`src/rtl/control_pipe.sv`:
```
`default_nettype none
// ============================================================================
// Module   : control_pipe
// Brief    : ID decode, EX/MEM/WB control pipeline, mul/div sequencer and
//            hazard unit. Macro CONTROL_PIPE_BYPASS_EN enables forwarding.
// Revision : 1.0 - initial release
// ============================================================================
module control_pipe #(
    parameter int OP_W   = 5,
    parameter int FUNC_W = 5,
    parameter int REG_W  = 5,
    parameter int MD_LAT = 32
) (
    input  logic              clock,
    input  logic              resetn,
    input  logic              id_valid,
    input  logic [OP_W-1:0]   id_opcode,
    input  logic [FUNC_W-1:0] id_func,
    input  logic [REG_W-1:0]  id_rd,
    input  logic [REG_W-1:0]  id_rs,
    input  logic [REG_W-1:0]  id_rt,
    output logic              stall,
    output logic              illegal,
    output logic              ex_rwe,
    output logic              ex_rdst,
    output logic              ex_aluinb,
    output logic              ex_dmwe,
    output logic              ex_rwd,
    output logic [FUNC_W-1:0] ex_aluop,
    output logic              ex_md_busy,
    output logic              ex_md_done,
    output logic              mem_dmwe,
    output logic              mem_rwd,
    output logic              wb_rwe,
    output logic              wb_rwd,
    output logic [REG_W-1:0]  wb_rd,
    output logic [1:0]        fwd_a,
    output logic [1:0]        fwd_b
);

    localparam int CNT_W = (MD_LAT > 2) ? $clog2(MD_LAT - 1) : 1;

    localparam logic [OP_W-1:0]   c_op_rtype = OP_W'(0);
    localparam logic [OP_W-1:0]   c_op_addi  = OP_W'(5);
    localparam logic [OP_W-1:0]   c_op_sw    = OP_W'(7);
    localparam logic [OP_W-1:0]   c_op_lw    = OP_W'(8);
    localparam logic [FUNC_W-1:0] c_fn_mul   = FUNC_W'(6);
    localparam logic [FUNC_W-1:0] c_fn_div   = FUNC_W'(7);
    localparam logic [FUNC_W-1:0] c_fn_last  = FUNC_W'(7);

    typedef enum logic [1:0] {
        S_IDLE = 2'd0,
        S_BUSY = 2'd1,
        S_DONE = 2'd2
    } state_t;

    logic              w_dec_rwe, w_dec_rdst, w_dec_aluinb, w_dec_dmwe, w_dec_rwd;
    logic              w_dec_md, w_dec_legal;
    logic [FUNC_W-1:0] w_dec_aluop;
    logic              w_id_live, w_id_md;
    logic              w_md_stall, w_hz_stall, w_lu_hit;
    logic              w_ex_hit_a, w_ex_hit_b, w_mem_hit_a, w_mem_hit_b;

    logic              r_ex_rwe, r_ex_rdst, r_ex_aluinb, r_ex_dmwe, r_ex_rwd;
    logic [FUNC_W-1:0] r_ex_aluop;
    logic [REG_W-1:0]  r_ex_rd;
    logic              r_mem_rwe, r_mem_dmwe, r_mem_rwd;
    logic [REG_W-1:0]  r_mem_rd;
    logic              r_wb_rwe, r_wb_rwd;
    logic [REG_W-1:0]  r_wb_rd;

    state_t            r_state;
    logic [CNT_W-1:0]  r_cnt;
    logic              r_md_busy, r_md_done;

    always_comb begin
        w_dec_rwe    = 1'b0;
        w_dec_rdst   = 1'b0;
        w_dec_aluinb = 1'b0;
        w_dec_dmwe   = 1'b0;
        w_dec_rwd    = 1'b0;
        w_dec_aluop  = '0;
        w_dec_md     = 1'b0;
        w_dec_legal  = 1'b1;
        case (id_opcode)
            c_op_rtype: begin
                if (id_func <= c_fn_last) begin
                    w_dec_rwe   = 1'b1;
                    w_dec_aluop = id_func;
                    w_dec_md    = (id_func == c_fn_mul) || (id_func == c_fn_div);
                end else begin
                    w_dec_legal = 1'b0;
                end
            end
            c_op_addi: begin
                w_dec_rwe    = 1'b1;
                w_dec_aluinb = 1'b1;
            end
            c_op_sw: begin
                w_dec_dmwe   = 1'b1;
                w_dec_rdst   = 1'b1;
                w_dec_aluinb = 1'b1;
            end
            c_op_lw: begin
                w_dec_rwe    = 1'b1;
                w_dec_rwd    = 1'b1;
                w_dec_aluinb = 1'b1;
            end
            default: w_dec_legal = 1'b0;
        endcase
    end

    assign w_id_live = id_valid && w_dec_legal;
    assign w_id_md   = w_id_live && w_dec_md;
    // Gated so the combinational flag also reads 0 while reset is asserted.
    assign illegal   = resetn && id_valid && !w_dec_legal;

    // Stage rwe is only ever set with a nonzero rd, so rwe alone qualifies a writer.
    assign w_ex_hit_a  = r_ex_rwe  && (r_ex_rd  == id_rs);
    assign w_ex_hit_b  = r_ex_rwe  && (r_ex_rd  == id_rt);
    assign w_mem_hit_a = r_mem_rwe && (r_mem_rd == id_rs);
    assign w_mem_hit_b = r_mem_rwe && (r_mem_rd == id_rt);
    assign w_lu_hit    = r_ex_rwd && (r_ex_rd != '0) &&
                         ((r_ex_rd == id_rs) || (r_ex_rd == id_rt));

`ifdef CONTROL_PIPE_BYPASS_EN
    assign w_hz_stall = id_valid && w_lu_hit;
    assign fwd_a = w_ex_hit_a ? 2'b01 : (w_mem_hit_a ? 2'b10 : 2'b00);
    assign fwd_b = w_ex_hit_b ? 2'b01 : (w_mem_hit_b ? 2'b10 : 2'b00);
`else
    assign w_hz_stall = id_valid && (w_lu_hit || w_ex_hit_a || w_ex_hit_b ||
                                     w_mem_hit_a || w_mem_hit_b);
    assign fwd_a = 2'b00;
    assign fwd_b = 2'b00;
`endif

    assign w_md_stall = (r_state == S_BUSY);
    assign stall      = w_md_stall || w_hz_stall;

    always_ff @(posedge clock or negedge resetn) begin
        if (!resetn) begin
            r_ex_rwe    <= 1'b0;
            r_ex_rdst   <= 1'b0;
            r_ex_aluinb <= 1'b0;
            r_ex_dmwe   <= 1'b0;
            r_ex_rwd    <= 1'b0;
            r_ex_aluop  <= '0;
            r_ex_rd     <= '0;
            r_mem_rwe   <= 1'b0;
            r_mem_dmwe  <= 1'b0;
            r_mem_rwd   <= 1'b0;
            r_mem_rd    <= '0;
            r_wb_rwe    <= 1'b0;
            r_wb_rwd    <= 1'b0;
            r_wb_rd     <= '0;
        end else begin
            r_wb_rwe <= r_mem_rwe;
            r_wb_rwd <= r_mem_rwd;
            r_wb_rd  <= r_mem_rd;
            if (w_md_stall) begin
                // EX holds the mul/div; a bubble drains into MEM behind it.
                r_mem_rwe  <= 1'b0;
                r_mem_dmwe <= 1'b0;
                r_mem_rwd  <= 1'b0;
                r_mem_rd   <= '0;
            end else begin
                r_mem_rwe  <= r_ex_rwe;
                r_mem_dmwe <= r_ex_dmwe;
                r_mem_rwd  <= r_ex_rwd;
                r_mem_rd   <= r_ex_rd;
                if (w_hz_stall || !w_id_live) begin
                    r_ex_rwe    <= 1'b0;
                    r_ex_rdst   <= 1'b0;
                    r_ex_aluinb <= 1'b0;
                    r_ex_dmwe   <= 1'b0;
                    r_ex_rwd    <= 1'b0;
                    r_ex_aluop  <= '0;
                    r_ex_rd     <= '0;
                end else begin
                    r_ex_rwe    <= w_dec_rwe && (id_rd != '0);
                    r_ex_rdst   <= w_dec_rdst;
                    r_ex_aluinb <= w_dec_aluinb;
                    r_ex_dmwe   <= w_dec_dmwe;
                    r_ex_rwd    <= w_dec_rwd;
                    r_ex_aluop  <= w_dec_aluop;
                    r_ex_rd     <= id_rd;
                end
            end
        end
    end

    // BUSY is entered on the same edge the mul/div is loaded into EX.
    always_ff @(posedge clock or negedge resetn) begin
        if (!resetn) begin
            r_state   <= S_IDLE;
            r_cnt     <= '0;
            r_md_busy <= 1'b0;
            r_md_done <= 1'b0;
        end else begin
            case (r_state)
                S_BUSY: begin
                    if (r_cnt == '0) begin
                        r_state   <= S_DONE;
                        r_md_done <= 1'b1;
                    end else begin
                        r_cnt <= r_cnt - CNT_W'(1);
                    end
                end
                S_IDLE, S_DONE: begin
                    if (w_id_md && !w_hz_stall) begin
                        r_state   <= S_BUSY;
                        r_cnt     <= CNT_W'(MD_LAT - 2);
                        r_md_busy <= 1'b1;
                        r_md_done <= 1'b0;
                    end else begin
                        r_state   <= S_IDLE;
                        r_md_busy <= 1'b0;
                        r_md_done <= 1'b0;
                    end
                end
                default: begin
                    r_state   <= S_IDLE;
                    r_md_busy <= 1'b0;
                    r_md_done <= 1'b0;
                end
            endcase
        end
    end

    assign ex_rwe     = r_ex_rwe;
    assign ex_rdst    = r_ex_rdst;
    assign ex_aluinb  = r_ex_aluinb;
    assign ex_dmwe    = r_ex_dmwe;
    assign ex_rwd     = r_ex_rwd;
    assign ex_aluop   = r_ex_aluop;
    assign ex_md_busy = r_md_busy;
    assign ex_md_done = r_md_done;
    assign mem_dmwe   = r_mem_dmwe;
    assign mem_rwd    = r_mem_rwd;
    assign wb_rwe     = r_wb_rwe;
    assign wb_rwd     = r_wb_rwd;
    assign wb_rd      = r_wb_rd;

endmodule
`default_nettype wire

```
`config.mk`:
```
export PLATFORM = sky130hd
export DESIGN_NAME = control_pipe
export DESIGN_NICKNAME = d
export VERILOG_FILES = /design/src/rtl/control_pipe.sv
export SDC_FILE = /design/constraint.sdc
export NUM_CORES = 1
export LEC_CHECK = 0
export ABC_CLOCK_PERIOD_IN_PS = 2950
export CORE_MARGIN = 10
export CORE_UTILIZATION = 46
export CTS_CLUSTER_SIZE = 30
export DETAILED_ROUTE_END_ITERATION = 10
export GPL_TIMING_DRIVEN = 0
export HOLD_SLACK_MARGIN = 0.15
export PLACE_DENSITY = 0.79
export SYNTH_ARGS = -nofsm -noshare
export SYNTH_HDL_FRONTEND = slang
export SYNTH_SLANG_ARGS = --single-unit
```
`constraint.sdc`:
```
create_clock -name clock -period 2.95 [get_ports clock]
set_clock_uncertainty 0.05 [all_clocks]
set_input_delay 0.885 -clock clock [delete_from_list [all_inputs] [get_ports clock]]
set_output_delay 0.885 -clock clock [all_outputs]
set_load 0.05 [all_outputs]
```
== Word-level counts from Yosys, hierarchy flattened ==
Cells that the tools add are included.
W data, S select, Z words.
Word-level totals
  register bits: 38
  latch bits: 0
  memory bits (writable): 0
  bits in read-only memories: 0
  bits of input ports: 28
  output and inout port bits: 27
  logic and storage cells: 97
  memories: 0
Operators by class
  add/subtract/negate cells: 1
  multipliers: 0
  div/mod/pow operators: 0
  $lt $le $gt $ge: 1
  eq/ne operators: 14
  shift operators: 0
  muxes and demuxes: 30
  bitwise logic cells: 0
  reduce and logical (&&, ||, !) cells: 34
Operator list (number)
  $mux W5: 7
  $eq A5 B3 Y1 const B: 4
  $eq A5 B5 Y1: 4
  $mux W1: 17
  $logic_and A1 B1 Y1: 13
  $logic_not A5 Y1: 2
  $pmux W5 S2: 1
  $reduce_bool A5 Y1: 2
  $logic_or A1 B1 Y1: 8
  $pmux W1 S2: 3
  $eq A5 B4 Y1 const B: 1
  $le A5 B3 Y1 const B: 1
  $sub A5 B1 Y5 const B: 1
  $ne A2 B2 Y1 const B: 2
  $pmux W2 S2: 1
  $reduce_or A2 Y1: 2
  $logic_not A1 Y1: 3
  $reduce_and A3 Y1: 1
  $reduce_or A3 Y1: 1
  $eq A2 B1 Y1 const B: 1
  $eq A2 B2 Y1 const B: 1
  $logic_not A2 Y1: 1
  $mux W2: 1
  $ne A2 B1 Y1 const B: 1
  $reduce_bool A2 Y1: 1

== Depth between registers and ports, before layout ==
  depth in word-level cells: 12
  mapped depth: 7

== Worst setup path before layout ==
OpenSTA, ideal clock, no wires.
  kind: input port to output port
  from: in id_rs[2]
  to: out stall
  arrival time: 1.937 ns
  required time: 2.015 ns
  setup slack: 0.078 ns
  stages on the path: 5
  cell sequence: xnor2_1 nand4_1 o22ai_1 a21o_1 a21o_1
Between the ends
  longest elaborated chain between the ends: 9
  elaborated cells between the ends (all ways): 12
  classes of those cells: eq/ne: 2; reduce/logical: 10
RTL lines
  start, declared: RTL line 20  | input logic [REG_W-1:0] id_rs,
  $eq A5 B5 Y1: RTL line 119, 124
  $logic_or A1 B1 Y1: RTL line 124  | ((r_ex_rd == id_rs) || (r_ex_rd == id_rt));
  $logic_and A1 B1 Y1: RTL line 123  | assign w_lu_hit = r_ex_rwd && (r_ex_rd != '0) &&
  $logic_or A1 B1 Y1 (2 in series): RTL line 131  | assign w_hz_stall = id_valid && (w_lu_hit || w_ex_hit_a || w_ex_hit_b ||
  $logic_or A1 B1 Y1 (*): RTL line 131
  $logic_or A1 B1 Y1 (*): RTL line 132  | w_mem_hit_a || w_mem_hit_b);
  $logic_and A1 B1 Y1 (*): RTL line 131
  $logic_or A1 B1 Y1 (*): RTL line 138  | assign stall = w_md_stall || w_hz_stall;
  end, declared: RTL line 22  | output logic stall,
Mark *: on every way between the ends. The rest lies on a longest branch, timed or not.

== Worst setup path in the final report ==
  from: in id_rt[2]
  to: out stall
Between the ends
  longest elaborated chain between the ends: 9
  elaborated cells between the ends (all ways): 12
  classes of those cells: eq/ne: 2; reduce/logical: 10
RTL lines
  start, declared: RTL line 21  | input logic [REG_W-1:0] id_rt,
  $eq A5 B5 Y1: RTL line 120, 124
  $logic_or A1 B1 Y1: RTL line 124
  $logic_and A1 B1 Y1: RTL line 123
  $logic_or A1 B1 Y1 (3 in series): RTL line 131
  $logic_or A1 B1 Y1 (*): RTL line 132
  $logic_and A1 B1 Y1 (*): RTL line 131
  $logic_or A1 B1 Y1 (*): RTL line 138
Marked as above.

==> results by group <==
CTS
  • Clk root buf: clkbuf_8
  • TritonCTS clock tree: done
  • H-Tree Level Count: 2
  • CTS Hold Bufs: 0
  • Num CTS Buffers: 5
  • Clock-pin slew on the worst setup and hold paths: 0.07 ns
  • Worst-Skew Late Latency: 0.29 ns
  • Clock sinks: 37
  • Clock buffer depth: 2

Synthesis
  • Synth top area cells: dfrtp_1 53%, xnor2_1 11%, nor2b_1 3.6%
  • Mapped Cells: 152
  • Syn Area/Cell: 11.5 um^2
  • Synth Flop Type: dfrtp_1
  • Top post-synthesis cells by count: 37 x dfrtp_1, 22 x xnor2_1, 14 x nand2_1
  • Flops & latches, synth: 37
  • Area share of the largest cell type after synthesis: 53.0%
  • Post-synthesis sequential area ratio: 53.0%
  • Fraction of registers with async set/reset: 100%
  • Post-synth EDFFs: 0
  • Cell accounting for the most synthesized area: dfrtp_1
  • Post-synth cell types: 41
  • Top-count cell post-synth: dfrtp_1
  • Mapped cell area: 1750 um^2
  • Ys Warns: 0

Final layout
  • Multi-input gate area: 835 um^2
  • Final net count: 252
  • Total area of sequential cells: 930 um^2
  • Area Growth Syn to Fin: 45.5%
  • # fillers: 264
  • Layout Cells excl Fill: 271
  • Final Cell Area: 2540 um^2
  • Ant diodes: 0
  • Layout cells sized above 1: 26.5%

Place
  • Port Buffers: 50
  • Dpl hpwl: 3350 um
  • Worst slack at placement: -1.18 ns
  • Placed Instances: 253
  • Placed cell area: 2310 um^2
  • Routability cong.: 0.822

Power
  • Maximum VDD drop: 0.000360 V
  • PwrDens: 554 nW/um^2
  • P_leak: 1.19 nW

STA
  • Fin. Hold Viols: 0
  • Minimum clock period: 2.96 ns
  • Final Slew Violations: 0
  • RSZ-0062 raised after global routing: true
  • Least-Margin Pin Slew: 0.523 ns
  • Fmax: 0.338 GHz
  • Period utilization: 100%
  • Fin worst setup slack: -0.00504 ns
  • Final setup viols: 1
  • Slew headroom: 65.0%

Worst setup path
  • Req. time, crit path: 2.02 ns
  • Worst Setup EP: stall
  • Startpoint class of the critical path: input port
  • Crit. End Element: primary output
  • Worst endpoint data arrival time: 2.02 ns
  • CP Class: input port to primary output
  • Critical Path Start: id_rt[2]
  • Reg2reg setup slack: 0.85 ns
  • Crit path max fanout: 2
  • RR Startpoint: r_cnt[0]
  • FF-to-FF End: r_cnt[3]
  • Reg2Reg Depth: 7

Run
  • Max-cap viol count: 0

Global routing
  • GRT overflow: 0
  • Tot GR Track Use: 14.4%
  • First-pass GRT wire length: 7300 um
  • Initial antenna violation count: 0
  • Largest net degree at the start of global routing: 39
  • Vias in the first global route: 1462

Drt
  • Via Count: 1417
  • ANT nets after route: 0
  • Drt total wl: 4620 um
  • First-pass DRT Iterations: 4
  • DRC: 0
  • Initial DRC count: 65
  • Via/cell ratio: 5.23
  • Avg WL per Cell: 17.1 um

Floorplanning
  • Die ar.: 6670 um^2
  • I/O pins: 55
  • Width of the die: 81.6 um
  • Core area: 3660 um^2
  • Initial Util: 47.7%
  • Row count: 22
  • Die height: 81.6 um

Status
  • Failing checks: setup timing
  • Status: complete, but fails checks

Hold path
  • Hold WC Path Type: flip-flop to flip-flop
## logic make-up (layout without fill, tap and decap cells)
group,Yosys count,in the layout,share of synthesized area [%]
compound gates,26,26,12.2
xor+xnor,23,23,11.5
fa+ha+maj,2,2,1.43
buf+inv,12,80,4.15
flops,37,37,53.0
mux,1,1,0.573
other cells,1,4,0.215
simple gates,50,50,16.9
## metal layers
metal	routed length, um	global-route usage (%)	up-vias	share of wire (%)
met5	0	0	-	0
met4	96	6.97	0	2.1
met3	518	7.53	8	11
met2	2270	22.9	56	49
met1	1740	15.4	684	38
li1	-	-	669	-
## metrics by stage
step                      power, W  setup TNS, ns  hold WS, ns  util (%)
after floorplan           0.000876              0        0.324         -
after global placement    0.000997          -4.74        0.313      63.4
after detailed placement   0.00102          -4.95        0.320      63.2
after CTS                  0.00141              0        0.342      68.5
after global routing       0.00149        -0.0631        0.354      69.5
final                      0.00141       -0.00504        0.338      69.5
## power by group
part           internal, W  switching [W]
clock             0.000211       0.000175
sequential        0.000559      0.0000516
combinational     0.000173       0.000240
total             0.000943       0.000467
## registers in the layout, indices dropped and copies added (netlist names)
register    cells
ex_aluop        5
r_cnt           5
r_ex_rd         5
r_mem_rd        5
wb_rd           5
r_state         2
ex_aluinb       1
ex_dmwe         1
ex_md_busy      1
ex_rwd          1
ex_rwe          1
mem_dmwe        1
mem_rwd         1
r_mem_rwe       1
wb_rwd          1
wb_rwe          1
## layout make-up
class / instances / area share, %
sequential: 37 / 36.5
timing repair buffer: 60 / 21.4
clock inverter: 1 / 0.197
clock buffer: 7 / 3.79
buffer: 9 / 2.41
multi-input combinational: 106 / 32.8
tap: 48 / 2.36
inverter: 3 / 0.443
## critical path: stages
cell	delay, ns
buf_2	0.13
xnor2_2	0.18
nand3_1	0.12
o22ai_2	0.24
a21o_1	0.18
a21o_1	0.14
buf_6	0.16
## how the worst min path moves through the flow
stage / end / from / cells after the start / slack, ns
floorplan: wb_rwe / r_mem_rwe / 0 / 0.32
global placement: wb_rwd / mem_rwd / 0 / 0.31
global route: wb_rwd / mem_rwd / 0 / 0.35
detailed placement: wb_rwd / mem_rwd / 0 / 0.32
CTS: wb_rwd / mem_rwd / 0 / 0.34
finish: wb_rwd / mem_rwd / 0 / 0.34
## timing repair
action | 4_1_cts | 5_1_grt
resized for setup | 61 | 12
endpoints found under the setup margin | 2 | 2
pin swaps | 24 | 9
endpoints found under the hold margin | 0 | 0
setup buffers | 6 | 4
gates cloned | 0 | 0
## cells in the final DEF, fill, tap and decap left out, drive strengths merged, types with 3 or more instances in the layout
master         Yosys  final
dfrtp             37     37
clkdlybuf4s50      0     30
buf                9     27
xnor2             22     22
nand2             14     14
nor2b             10     10
clkbuf             0      9
a22o               6      6
a32o               6      6
nand4              5      5
dlygate4sd2        0      5
nand3              4      4
conb               1      4
inv                3      3
and2               3      3
nor2               3      3
a21oi              3      3
clkdlybuf4s15      0      3
(Power assumes the default switching activity.)
